==> config.mk <==
export PLATFORM = sky130hd
export DESIGN_NAME = uart_to_morse
export DESIGN_NICKNAME = d
export VERILOG_FILES = /design/src/rtl/uart_to_morse.sv
export SDC_FILE = /design/constraint.sdc
export NUM_CORES = 1
export LEC_CHECK = 0
export CAP_MARGIN = 20
export CORE_UTILIZATION = 35
export CTS_BUF_LIST = sky130_fd_sc_hd__clkbuf_4 sky130_fd_sc_hd__clkbuf_8 sky130_fd_sc_hd__clkbuf_16
export DETAILED_ROUTE_END_ITERATION = 16
export PLACE_DENSITY = 0.52
export SLEW_MARGIN = 20
export SYNTH_ARGS = -nofsm -noshare
export SYNTH_HDL_FRONTEND = slang
export SYNTH_SLANG_ARGS = --single-unit
==> constraint.sdc <==
create_clock -name clk -period 16.3 [get_ports clk]
set_input_delay 2.445 -clock clk [delete_from_list [all_inputs] [get_ports clk]]
set_output_delay 2.445 -clock clk [all_outputs]
set_load 0.01 [all_outputs]
==> src/rtl/uart_to_morse.sv <==
// Plays ASCII bytes popped from a first-word-fall-through UART receive FIFO
// as timed Morse code on a single mark/space output.
module uart_to_morse #(
  parameter int unsigned UNIT_TICKS = 5_000_000
) (
  input  logic       clk,
  input  logic       reset_n,
  input  logic [7:0] r_data,
  input  logic       rx_empty,
  output logic       rd_uart,
  output logic       morse_out,
  output logic       busy,
  output logic       bad_char
);

  typedef enum logic [2:0] {
    IDLE,
    FETCH,
    DECODE,
    MARK,
    ELEM_GAP,
    CHAR_GAP,
    WORD_GAP
  } state_t;

  localparam int unsigned   TW        = (UNIT_TICKS > 1) ? $clog2(UNIT_TICKS) : 1;
  localparam logic [TW-1:0] TICK_LAST = TW'(UNIT_TICKS - 1);

  state_t        state, state_nx;
  logic [7:0]    char_q;
  logic [7:0]    ch_up;
  logic [TW-1:0] tick_cnt;
  logic [2:0]    unit_cnt;
  logic [2:0]    unit_target;
  logic [2:0]    idx;
  logic [2:0]    bit_pos;
  logic [2:0]    len;
  logic [4:0]    pat;
  logic          valid, is_space;
  logic          tick, elem_done, cur_dash, timed;

  // Character ROM: len elements, pattern left-aligned MSB-first, 1 = dash
  always_comb begin
    ch_up    = char_q;
    len      = '0;
    pat      = '0;
    valid    = 1'b1;
    is_space = 1'b0;
    if (char_q >= 8'h61 && char_q <= 8'h7A) ch_up = char_q - 8'h20;
    case (ch_up)
      8'h20: is_space = 1'b1;
      8'h41: {len, pat} = {3'd2, 5'b01000};
      8'h42: {len, pat} = {3'd4, 5'b10000};
      8'h43: {len, pat} = {3'd4, 5'b10100};
      8'h44: {len, pat} = {3'd3, 5'b10000};
      8'h45: {len, pat} = {3'd1, 5'b00000};
      8'h46: {len, pat} = {3'd4, 5'b00100};
      8'h47: {len, pat} = {3'd3, 5'b11000};
      8'h48: {len, pat} = {3'd4, 5'b00000};
      8'h49: {len, pat} = {3'd2, 5'b00000};
      8'h4A: {len, pat} = {3'd4, 5'b01110};
      8'h4B: {len, pat} = {3'd3, 5'b10100};
      8'h4C: {len, pat} = {3'd4, 5'b01000};
      8'h4D: {len, pat} = {3'd2, 5'b11000};
      8'h4E: {len, pat} = {3'd2, 5'b10000};
      8'h4F: {len, pat} = {3'd3, 5'b11100};
      8'h50: {len, pat} = {3'd4, 5'b01100};
      8'h51: {len, pat} = {3'd4, 5'b11010};
      8'h52: {len, pat} = {3'd3, 5'b01000};
      8'h53: {len, pat} = {3'd3, 5'b00000};
      8'h54: {len, pat} = {3'd1, 5'b10000};
      8'h55: {len, pat} = {3'd3, 5'b00100};
      8'h56: {len, pat} = {3'd4, 5'b00010};
      8'h57: {len, pat} = {3'd3, 5'b01100};
      8'h58: {len, pat} = {3'd4, 5'b10010};
      8'h59: {len, pat} = {3'd4, 5'b10110};
      8'h5A: {len, pat} = {3'd4, 5'b11000};
      8'h30: {len, pat} = {3'd5, 5'b11111};
      8'h31: {len, pat} = {3'd5, 5'b01111};
      8'h32: {len, pat} = {3'd5, 5'b00111};
      8'h33: {len, pat} = {3'd5, 5'b00011};
      8'h34: {len, pat} = {3'd5, 5'b00001};
      8'h35: {len, pat} = {3'd5, 5'b00000};
      8'h36: {len, pat} = {3'd5, 5'b10000};
      8'h37: {len, pat} = {3'd5, 5'b11000};
      8'h38: {len, pat} = {3'd5, 5'b11100};
      8'h39: {len, pat} = {3'd5, 5'b11110};
      default: valid = 1'b0;
    endcase
  end

  always_comb begin
    bit_pos  = 3'd4 - (len - 3'd1 - idx);
    cur_dash = pat[bit_pos];
    tick     = (tick_cnt == TICK_LAST);
    timed    = (state == MARK) || (state == ELEM_GAP) ||
               (state == CHAR_GAP) || (state == WORD_GAP);
    case (state)
      MARK:     unit_target = cur_dash ? 3'd3 : 3'd1;
      ELEM_GAP: unit_target = 3'd1;
      CHAR_GAP: unit_target = 3'd3;
      WORD_GAP: unit_target = 3'd4;
      default:  unit_target = 3'd1;
    endcase
    elem_done = tick && (unit_cnt == unit_target - 3'd1);
  end

  always_comb begin
    state_nx = state;
    rd_uart  = 1'b0;
    bad_char = 1'b0;
    case (state)
      IDLE:   if (!rx_empty) state_nx = FETCH;
      FETCH: begin
        rd_uart  = 1'b1;
        state_nx = DECODE;
      end
      DECODE: begin
        if (!valid) begin
          bad_char = 1'b1;
          state_nx = IDLE;
        end else if (is_space) begin
          state_nx = WORD_GAP;
        end else begin
          state_nx = MARK;
        end
      end
      MARK:     if (elem_done) state_nx = (idx == 3'd0) ? CHAR_GAP : ELEM_GAP;
      ELEM_GAP: if (elem_done) state_nx = MARK;
      CHAR_GAP: if (elem_done) state_nx = IDLE;
      WORD_GAP: if (elem_done) state_nx = IDLE;
      default:  state_nx = IDLE;
    endcase
  end

  always_ff @(posedge clk or negedge reset_n) begin
    if (!reset_n) begin
      state     <= IDLE;
      char_q    <= '0;
      tick_cnt  <= '0;
      unit_cnt  <= '0;
      idx       <= '0;
      morse_out <= 1'b0;
      busy      <= 1'b0;
    end else begin
      state     <= state_nx;
      morse_out <= (state_nx == MARK);
      busy      <= (state_nx != IDLE);
      if (state == FETCH) char_q <= r_data;
      if (state == DECODE) idx <= len - 3'd1;
      else if (state == MARK && elem_done && idx != 3'd0) idx <= idx - 3'd1;
      // Any state change restarts timing so each element is a whole number of units
      if (state_nx != state) begin
        tick_cnt <= '0;
        unit_cnt <= '0;
      end else if (timed) begin
        if (tick) begin
          tick_cnt <= '0;
          unit_cnt <= unit_cnt + 3'd1;
        end else begin
          tick_cnt <= tick_cnt + 1'b1;
        end
      end
    end
  end

endmodule

## Yosys cells after proc, flatten, opt, wreduce, memory -nomap -nowiden

Index checks and enable logic that the tools add are counted.

- Order comparisons: 3
- Equality and inequality tests: 47
- Reductions and logical operators: 29
- Add/subtract/negate cells: 8
- Multiplexer cells: 28

Operators with widths:

| cell | number |
|---|---|
| $eq 8x7->1 const B | 26 |
| $pmux 5 s18 | 1 |
| $eq 8x6->1 const B | 11 |
| $mux 23 | 3 |
| $reduce_or 37->1 | 1 |
| $mux 3 | 11 |
| $add 23x1->23 const B | 1 |
| $eq 23x23->1 const B | 1 |
| $pmux 3 s6 | 1 |
| $pmux 3 s5 | 1 |
| $reduce_or 12->1 | 1 |
| $reduce_or 2->1 | 6 |
| $reduce_or 10->1 | 1 |
| $eq 3x2->1 const B | 3 |
| $eq 3x3->1 const B | 3 |
| $pmux 3 s3 | 1 |
| $sub 3x1->3 const B | 3 |
| $ge 8x7->1 const B | 1 |
| $le 8x7->1 const B | 1 |
| $mux 8 | 1 |
| $reduce_or 4->1 | 2 |
| $reduce_or 8->1 | 1 |
| $sub 8x6->8 const B | 1 |
| $mux 1 | 7 |
| other kinds (17) | 26 |

- Flip-flop bits (word level): 42

## Depth between registers and ports, before layout

- Depth in word-level cells: 21
- Depth in mapped cells: 25
- Gate-level depth less buffers: 22

## Least setup slack after synthesis

Ideal clock, no wire load.

- Path kind: reg-to-reg
- From: register char_q[5]
- To: register tick_cnt[18]
- Path slack: 10344 ps
- Period minus slack after synthesis: 5956 ps
- Path buffers: 1
- Data arrival time: 5827 ps
- Data required time: 16170 ps
- Cell stages (with the launch flop): 24
- Cells stage by stage: dfrtp_1 inv_1 ha_1 o21ai_0 nand2_1 nor3_1 a21oi_1 ha_1 ha_1 ha_1 xor2_1 xnor2_1 xnor3_1 nor4bb_1 o31ai_1 ha_1 xnor2_1 or4_4 a2111oi_4 o21ai_1 a221o_1 nand3_2 buf_6 a21oi_1

- Cells in the longest elaborated chain, start to end: 20
- Elaborated cells on any way between the ends: 78

Ends and longest elaborated chain:

| what | RTL line | source |
|---|---|---|
| start: declaration | 30 | `logic [7:0] char_q;` |
| start signal: assignment | 149 | `if (state == FETCH) char_q <= r_data;` |
| $ge 8x7->1 or $le 8x7->1 (tied branches) | 49 | `if (char_q >= 8'h61 && char_q <= 8'h7A) ch_up = char_q - 8'h20;` |
| $logic_and 1x1->1 | 49 |  |
| $mux 8 * | 49 |  |
| $eq 8x7->1 or $eq 8x6->1 (tied branches) | 50 | `case (ch_up)` |
| $reduce_or 12->1 (no line), or another cell as far along | -- |  |
| $pmux 3 s5 | 50 |  |
| $sub 3x1->3 | 93 | `bit_pos = 3'd4 - (len - 3'd1 - idx);` |
| $sub 3x3->3 (2 in a row) | 93 |  |
| [... 3 more ...] | -- |  |
| $pmux 3 s3 | 98 | `case (state)` |
| $sub 3x1->3 | 105 | `elem_done = tick && (unit_cnt == unit_target - 3'd1);` |
| $eq 3x3->1 | 105 |  |
| $logic_and 1x1->1 | 105 |  |
| $mux 3 (on tied branches) | -- |  |
| $pmux 3 s6 * | 112 | `case (state)` |
| $ne 3x3->1 * | 153 | `if (state_nx != state) begin` |
| $mux 23 or $reduce_bool 2->1 (tied branches) | -- |  |
| end signal: assignment | 161 | `tick_cnt <= tick_cnt + 1'b1;` |
| end: declaration | 32 | `logic [TW-1:0] tick_cnt;` |

Mark *: on every way between the ends. The rest lies on a longest branch, timed or not. The select of a mux whose other input is x is not followed.
A chain may end at the register's enable or synchronous reset.

## Worst setup path in the final report

- From: register char_q[5]
- To: register tick_cnt[4]

Same word-level chain as after synthesis.

==> impl_metrics.tcl <==
set metrics [dict create \
    synth-main-ff-cell "dfrtp_1" \
    crit_type "reg -> reg" \
    ys_warn_count 0 \
    rsz0062_at_grt "no" \
    status "finished, final reports clean" \
    hold_ws_ns 0.568 \
    crit_arrival_ns 7.21 \
    finalWirelength_um 8990 \
    yosysSeqAreaShare 0.307 \
    dieHeight_um 101 \
    tritoncts "yes" \
    clockBufferDepth 2 \
    cts.sinks 42 \
    drt-vias-per-instance 5.91 \
    die_x_um 101 \
    dr.max_layer_used "met4" \
    drt-met1-wl_um 4430 \
    setup_viol 0 \
    track_usage 0.186 \
    r2r_cells 22 \
    grt_max_degree 43 \
    ctsHoldBuffers 0 \
    syn_area_mm2 0.00343 \
    hp-start "tick_cnt[1]$_DFFE_PN0P_" \
    r2r-end "tick_cnt[4]$_DFFE_PN0P_" \
    end_kind "flip-flop" \
    stdcell_area_mm2 0.00377 \
    fin_nets 441 \
    antenna_found_initial 0 \
    grt_pass1_wl_um 15000 \
    portBuffers 14 \
    cts-root-buf "clkbuf_8" \
    fill_cells 968 \
    cts_setup_buffers 0 \
    drt-pass1-iter-count 4 \
    min_path_type "reg -> reg" \
    wl_met2_um 3940 \
    maxCapViolations 0 \
    wl_met3_um 426 \
    r2r_start "char_q[5]$_DFFE_PN0P_" \
    peakVddDrop_uv 69.8 \
    worst-path-max-fanout 17 \
    start_util 0.366 \
    grt_overflow 0 \
    drt_iter0_markers 170 \
    core-area_mm2 0.00937 \
    holdPathEnd "tick_cnt[1]$_DFFE_PN0P_" \
    postRouteAntennaNets 0 \
    wire_per_inst_um 16.3 \
    fmax_ghz 0.143 \
    cellLeakagePower_uw 0.00143 \
    crit_required_ns 16.50 \
    start_kind "flip-flop" \
    dp.cells 541 \
    power_density_mw_per_mm2 163 \
    finalNonFillerCells 550 \
    grt_pass1_vias 3006 \
    postSynth.asyncResetShare 1.00 \
    rows 35 \
    via_count 3252 \
    clkLatencyLatePin_ns 0.31 \
    antenna_cells 0 \
    finalMaxSlewViolations 0 \
    syn-mean-instance-area_um2 8.20 \
    synth.distinct_cells 68 \
    htree_levels 2 \
    area_growth_pct 10.0 \
    fin_worst_skew_ns 0.00698 \
    slew_headroom 0.347 \
    die_area_mm2 0.0102 \
    setup_tns_ns 0 \
    cts-buffers-inserted 5 \
    min_delay_path_depth 2 \
    place_congestion 0.931 \
    finalCritPeriodShare 0.430 \
    reg2reg_slack_ns 9.29 \
    tightest_slew_ns 0.976 \
    synthCells 418 \
    synth_edf_count 0 \
    dp_hpwl_um 6470 \
    path_clk_slew_ns 0.09 \
    synth-seq-cells 42 \
    drc 0 \
    pin_count 15 \
    timing.final.crit_period_ns 7.01 \
    dpl_cell_area_mm2 0.00364 \
    cts_resized 0 \
    layout-drive-gt1-share 0.0570 \
    finalHoldViolCount 0 \
    post-route-util 0.402 \
    synth_nets 439 \
]
## worst max path at each step
stage	from	endpoint	depth (start not counted)
after CTS	char_q[5]$_DFFE_PN0P_	tick_cnt[4]$_DFFE_PN0P_	22
after detailed placement	char_q[5]$_DFFE_PN0P_	tick_cnt[4]$_DFFE_PN0P_	22
after global placement	char_q[5]$_DFFE_PN0P_	tick_cnt[4]$_DFFE_PN0P_	22
after global routing	char_q[5]$_DFFE_PN0P_	tick_cnt[4]$_DFFE_PN0P_	22
after floorplan	char_q[5]$_DFFE_PN0P_	tick_cnt[18]$_DFFE_PN0P_	23
final	char_q[5]$_DFFE_PN0P_	tick_cnt[4]$_DFFE_PN0P_	22
## worst max-delay path, cell delays in order (launching register included)
cell and delay [ns]:
dfrtp_1 0.45, inv_1 0.09, ha_1 0.31, o21ai_0 0.52, nand2_1 0.24, nor3_1 0.57
a21oi_1 0.26, ha_1 0.37, ha_1 0.28, ha_1 0.21, xor2_1 0.15, xnor2_1 0.17
xnor3_1 0.26, nor4bb_1 0.15, o31ai_1 0.28, ha_1 0.31, xnor2_1 0.16, or4_4 0.50
a2111oi_4 0.60, o21ai_1 0.11, a221o_1 0.38, nand3_2 0.31, o21ba_2 0.21
## per-layer routing
metal	global-route usage	vias to the layer above
li1	-	1591
met1	0.269	1537
met2	0.286	106
met3	0.0201	18
met4	0.0635	0
met5	0	-
## cells in the mapped netlist, types with 5 or more instances
cell / count / share of area
dfrtp_1: 42 / 0.31
nand2_1: 41 / 0.045
a21oi_1: 35 / 0.051
nor2_1: 30 / 0.033
inv_1: 15 / 0.016
nand3_1: 15 / 0.022
o21ai_0: 15 / 0.022
clkbuf_1: 14 / 0.015
o31ai_1: 13 / 0.028
or3_1: 12 / 0.022
or4_1: 12 / 0.026
and3_1: 10 / 0.018
ha_1: 10 / 0.036
nor3_1: 9 / 0.013
nand2b_1: 8 / 0.015
o22ai_1: 8 / 0.015
xnor2_1: 8 / 0.020
and2_1: 6 / 0.011
mux2i_1: 6 / 0.018
nand4_1: 6 / 0.011
xor2_1: 6 / 0.015
nor4_1: 5 / 0.0091
nor4bb_1: 5 / 0.015
## metrics by stage
step,power [uW],worst slack [ns]
2_1_floorplan,438,10.34
3_3_place_gp,520,9.63
3_5_place_dp,519,9.37
4_1_cts,609,9.35
5_1_grt,665,8.81
6_report,613,9.29
## flip-flops by register name, indices dropped and copies added (netlist names)
name,count
tick_cnt,23
state,3
char_q,8
unit_cnt,3
busy,1
morse_out,1
idx,3
## kinds of logic (layout without fill, tap and decap cells)
| logic type | after synthesis | in the layout | share of synthesized area |
|---|---|---|---|
| compound gates | 116 | 116 | 0.231 |
| xor+xnor | 15 | 15 | 0.0423 |
| fa+ha+maj | 10 | 10 | 0.0365 |
| buf+inv | 37 | 40 | 0.0438 |
| flops | 42 | 42 | 0.307 |
| mux | 9 | 9 | 0.0274 |
| simple gates | 189 | 189 | 0.313 |
## layout make-up
class | count | area [um2] | area share
clock buffer | 5 | 68.8 | 0.0182
clock inverter | 3 | 43.8 | 0.0116
inverter | 17 | 63.8 | 0.0169
multi-input combinational | 339 | 2230 | 0.592
sequential | 42 | 1050 | 0.279
tap | 129 | 161 | 0.0428
timing repair buffer | 15 | 149 | 0.0395
## layout by cell type, fill, tap and decap left out, drive strengths merged, types with 6 or more instances in the layout
| cell type | count |
|---|---|
| o31ai | 13 |
| ha | 10 |
| a21oi | 35 |
| and3 | 10 |
| nor3 | 10 |
| nand4 | 6 |
| and2 | 6 |
| dfrtp | 42 |
| or3 | 12 |
| mux2i | 6 |
| or4 | 13 |
| inv | 16 |
| nand2 | 41 |
| nor2 | 30 |
| xnor2 | 8 |
| o21ai | 16 |
| xor2 | 6 |
| o22ai | 8 |
| nand2b | 8 |
| nand3 | 16 |
| clkdlybuf4s50 | 13 |
## report_power, final
group	leakage, uW	total [uW]	internal [uW]	switching (uW)
registers	0.000555	183	123	59.8
logic	0.000820	343	145	198
clock network	0.0000585	87.2	46.0	41.2
Note: power is estimated with default switching activity, not from simulation.
